==> src/rtl/fetch_buffer.sv <==
// rtl/fetch_buffer.sv - in-order fetch-to-decode instruction queue with request credit
//
// Purpose:
//   Reserves a slot when fetch issues a request and records its PC.
//   Fills the oldest reserved slot when the instruction returns.
//   Presents filled entries to decode in order, using a valid/ack handshake.
//   The pc_id_available credit keeps fetch from issuing more requests than
//   the buffer can hold.
//
// Ports:
//   clk                  clock, all state on posedge
//   rst                  asynchronous active-low reset
//   flush                drop every reserved and filled entry
//   pc_id_available      a free slot exists (registered state only)
//   pc_id_assigned       fetch issued a request this cycle
//   issue_pc             PC of that request
//   fetch_complete       oldest outstanding request returns this cycle
//   fetch_instruction    returned instruction word
//   fetch_address_valid  0 marks the returned entry as a fetch fault
//   decode_valid         head entry is filled
//   decode_pc            head PC (0 when not valid)
//   decode_instruction   head instruction (0 when not valid)
//   decode_fetch_fault   head fault flag (0 when not valid)
//   decode_ack           decode consumes the head this cycle
//   occupancy            reserved + filled entries
//   protocol_error       sticky: completion arrived with nothing outstanding

module fetch_buffer #(
   parameter int DEPTH = 4
) (
   input  logic                       clk,
   input  logic                       rst,
   input  logic                       flush,
   output logic                       pc_id_available,
   input  logic                       pc_id_assigned,
   input  logic [31:0]                issue_pc,
   input  logic                       fetch_complete,
   input  logic [31:0]                fetch_instruction,
   input  logic                       fetch_address_valid,
   output logic                       decode_valid,
   output logic [31:0]                decode_pc,
   output logic [31:0]                decode_instruction,
   output logic                       decode_fetch_fault,
   input  logic                       decode_ack,
   output logic [$clog2(DEPTH):0]     occupancy,
   output logic                       protocol_error
);

   localparam int IW = $clog2(DEPTH);
   localparam int PW = IW + 1;

   // Pointers carry one extra wrap bit so full (alloc - head = DEPTH) and
   // empty (alloc = head) remain distinguishable.
   logic [PW-1:0] head;
   logic [PW-1:0] fill;
   logic [PW-1:0] alloc;

   logic [31:0] pc_mem    [DEPTH];
   logic [31:0] instr_mem [DEPTH];
   logic        fault_mem [DEPTH];

   logic do_reserve;
   logic do_fill;
   logic do_pop;
   logic bad_fill;

   // Fill uses the registered fill/alloc pointers, so a reservation made in
   // the same cycle can never be consumed by that cycle's completion.
   assign do_reserve = pc_id_assigned && !flush;
   assign do_fill    = fetch_complete && !flush && (fill != alloc);
   assign bad_fill   = fetch_complete && !flush && (fill == alloc);
   assign do_pop     = decode_valid && decode_ack && !flush;

   assign occupancy       = alloc - head;
   assign pc_id_available = (occupancy != PW'(DEPTH));
   assign decode_valid    = (head != fill);

   always_comb begin
      decode_pc          = 32'd0;
      decode_instruction = 32'd0;
      decode_fetch_fault = 1'b0;
      if (decode_valid) begin
         decode_pc          = pc_mem[head[IW-1:0]];
         decode_instruction = instr_mem[head[IW-1:0]];
         decode_fetch_fault = fault_mem[head[IW-1:0]];
      end
   end

   always_ff @(posedge clk or negedge rst) begin
      if (!rst) begin
         head           <= '0;
         fill           <= '0;
         alloc          <= '0;
         protocol_error <= 1'b0;
      end else begin
         if (flush) begin
            head  <= '0;
            fill  <= '0;
            alloc <= '0;
         end else begin
            if (do_reserve) alloc <= alloc + PW'(1);
            if (do_fill)    fill  <= fill + PW'(1);
            if (do_pop)     head  <= head + PW'(1);
         end
         if (bad_fill) protocol_error <= 1'b1;
      end
   end

   // Storage is not reset; decode outputs are masked while the head is empty.
   always_ff @(posedge clk) begin
      if (do_reserve) pc_mem[alloc[IW-1:0]] <= issue_pc;
      if (do_fill) begin
         instr_mem[fill[IW-1:0]] <= fetch_instruction;
         fault_mem[fill[IW-1:0]] <= ~fetch_address_valid;
      end
   end

   // Fetch must honour the credit: issuing into a full buffer would overwrite
   // the head entry.
   a_no_issue_when_full : assert property (
      @(posedge clk) disable iff (!rst)
      (pc_id_assigned && !flush) |-> pc_id_available
   );

endmodule

==> config.mk <==
export PLATFORM = sky130hd
export DESIGN_NAME = fetch_buffer
export DESIGN_NICKNAME = d
export VERILOG_FILES = /design/src/rtl/fetch_buffer.sv
export SDC_FILE = /design/constraint.sdc
export NUM_CORES = 1
export LEC_CHECK = 0
export CORE_MARGIN = 5
export CORE_UTILIZATION = 45
export DETAILED_ROUTE_END_ITERATION = 16
export PLACE_DENSITY = 0.78
export RECOVER_POWER = 25
export SETUP_SLACK_MARGIN = 0.3
export SLEW_MARGIN = 20
export SYNTH_ARGS = -nofsm -noshare
export SYNTH_HDL_FRONTEND = slang
export SYNTH_SLANG_ARGS = --single-unit
==> constraint.sdc <==
create_clock -name clk -period 3.3 [get_ports clk]
set_clock_uncertainty 0.2 [all_clocks]
set_input_delay 0.825 -clock clk [delete_from_list [all_inputs] [get_ports clk]]
set_output_delay 0.825 -clock clk [all_outputs]
set_load 0.005 [all_outputs]
==> impl_metrics.json, run 1 <==
{
  "status": "finished with violations",
  "violations": "setup timing",
  "slew_headroom_pct": 69.7,
  "setup_violations": 8,
  "viasPerCell": 5.24,
  "insertion_delay_ps": 520,
  "ys_seq_area_share_pct": 73.4,
  "cts_tree": "done",
  "grt_pass1_vias": 6181,
  "gp_congestion": 0.805,
  "synth_warnings": 0,
  "vdd_drop_max_uv": 585,
  "routed_wl_mm": 24.8,
  "drc": 0,
  "critPathMaxFanout": 7,
  "synth-seq-cells": 270,
  "worstPathRequired_ps": 2270,
  "ys_types": 41,
  "drtAntennaViolNets": 0,
  "cts_max_level": 1,
  "portBuffers": 141,
  "grt_antenna_before_repair": 3,
  "numCtsBuffers": 29,
  "initial_core_util_pct": 45.4,
  "preCtsSetupSlack_ps": 150,
  "area_growth_pct": 37.5,
  "die-area_um2": 27600,
  "synth_nets": 602,
  "hold_depth": 2,
  "rsz0062_at_grt": "yes",
  "nFillCells": 1639,
  "setup.worst_path.start": "head[0]",
  "timing.hold.worst.class": "reg2reg",
  "ys.flop_type": "edfxtp_1",
  "wl_per_cell_um": 22.2,
  "slew_violations": 0,
  "io-pin-count": 142,
  "r2r_start": "head[0]",
  "whs_ps": 305,
  "cts_buffer_depth": 3,
  "drt_iter0_drc": 453,
  "yosysMostFrequentCell": "edfxtp_1",
  "die_h_um": 166,
  "syn-cell-area_um2": 11000,
  "power_mw": 12.0,
  "period_share_pct": 102,
  "worst_slew_pin_slew_ps": 453,
  "clock_sinks": 270,
  "powerDensity_nw_per_um2": 793,
  "critPathKind": "reg2out",
  "crit_path_end_kind": "primary output",
  "synthArstFlopShare_pct": 3.70,
  "drv_cap": 0,
  "critical_path.startpoint_type": "flip-flop",
  "clkTransAtPathRegs_ps": 60,
  "dr.pass1.iters": 4,
  "synth_common_cells": "edfxtp_1 (260), mux4_2 (65), nor2b_1 (48)",
  "clock-root-buffer": "clkbuf_16",
  "final-hold-violation-count": 0,
  "finalCriticalPeriod_ps": 3370,
  "die_w_um": 166,
  "synth_top_area_share_pct": 71.1,
  "avgSynthCellArea_um2": 21.1,
  "worstHoldStart": "protocol_error",
  "timing.final.ws_setup_ps": -65.4,
  "grt_usage_pct": 17.2,
  "drive_gt1_share_pct": 44.9,
  "fmax_ghz": 0.297,
  "vias": 5848,
  "synth_edf_count": 260,
  "power.leakage_nw": 5.39,
  "cp.arrival_ps": 2340,
  "synthTopCellsByArea": "edfxtp_1 (71%), mux4_2 (13%), nor2b_1 (2.7%)",
  "grt_pass1_wl_mm": 37.1,
  "synth_top_area_cell": "edfxtp_1",
  "hpwl_mm": 13.2,
  "nets": 853,
  "core_area_um2": 24200,
  "synthCells": 520,
  "final_util_pct": 62.4,
  "rows": 57,
  "grt_start_max_net_pins": 47,
  "grt.overflow.total": 0,
  "reg2reg_depth": 8
}
[stage by stage]
step                setup TNS, ps  cell area (um2)  cells
floorplan                       0            11000    520
global placement                0            12900    980
detailed placement              0            12900    980
CTS                         -4900            14500   1069
global route                -1380            15100   1114
finish                       -248            15100   1117
[cell families (layout without fill, tap and decap cells)]
family	Yosys count	after routing	synth area share (%)
DFF	270	270	73.4
and+or+nand+nor	105	105	7.20
muxes	66	66	13.4
buffers and inverters	39	309	2.45
AOI/OAI and AO/OA	16	16	1.01
xor gates and xnor gates	13	13	1.17
adders and majority gates	11	11	1.32
other	0	3	0
[registers in the layout, summed over array words and instances (netlist names)]
register	count
fault_mem	4
instr_mem	128
alloc	3
protocol_error	1
pc_mem	128
head	3
fill	3
[timing repair]
action / in CTS / in global routing
gates resized for setup: 185 / 200
setup endpoints to repair: 69 / 69
hold buffers: 0 / 0
pin swaps: 5 / 4
gates cloned: 12 / 2
setup buffers: 27 / 43
[path summary, 6_finish.rpt]
path,endpoint,slack (ps)
worst max-delay path,decode_instruction[12],-70
worst min-delay path,protocol_error,310
max in group asynchronous,head[1],2070
worst min register to register,protocol_error,310
worst max register to register,head[1],1010
min in group asynchronous,alloc[2],490
[layer usage]
metal / up-vias / wire [um] / global-route usage [%]
met4: 4 / 425 / 3.23
li1: 2580 / - / -
met5: - / 27 / 0
met3: 42 / 1650 / 4.12
met1: 3012 / 9970 / 22.8
met2: 210 / 12800 / 29.7
[power breakdown]
| part | switching, mW | internal, mW | total, mW | leakage, nW |
|---|---|---|---|---|
| Combinational | 2.06 | 2.79 | 4.85 | 2.46 |
| Sequential | 0.0626 | 3.92 | 3.99 | 2.48 |
| Clock | 1.23 | 1.91 | 3.14 | 0.453 |
| Total | 3.35 | 8.62 | 12.0 | 5.39 |
[placed cells by master, fill, tap and decap left out, types with 6 or more instances in the layout]
master / synthesis / routed
clkbuf_16: 0 / 31
mux4_2: 65 / 65
edfxtp_1: 260 / 260
buf_12: 2 / 16
buf_2: 8 / 28
buf_16: 0 / 13
and2_2: 0 / 8
nand2_1: 6 / 6
buf_8: 2 / 10
dlygate4sd3_1: 0 / 36
buf_4: 3 / 25
buf_6: 6 / 50
clkbuf_2: 1 / 31
nor2b_4: 20 / 52
inv_1: 11 / 9
clkinv_1: 0 / 6
clkdlybuf4s50_1: 0 / 35
nor2b_1: 48 / 15
ha_1: 10 / 9
dfrtp_1: 10 / 7
[layout make-up]
type                    instances  area [um2]  area share, %
inverters                      11        41.3          0.274
well taps                     324         405           2.69
flip-flops and latches        270        8070           53.4
multi-input cells             211        2980           19.7
clock buffers                  34         744           4.93
diodes                          3        7.51         0.0497
clock inverters                16         176           1.17
repair buffers                248        2680           17.7
[critical path, cell delays in order, from the launching register on]
cell and delay (ps):
dfrtp_4 570, buf_12 180, buf_16 140, buf_8 130
buf_6 110, mux4_2 410, nor2b_4 150, buf_2 120
Note: power is estimated with default switching activity, not from simulation.
==> inputs of run 2 (changes only) <==
HOLD_SLACK_MARGIN = 0.03   (was default)
==> results of run 2 <==
The final DEF is identical to that of run 1; final timing and power are the same.
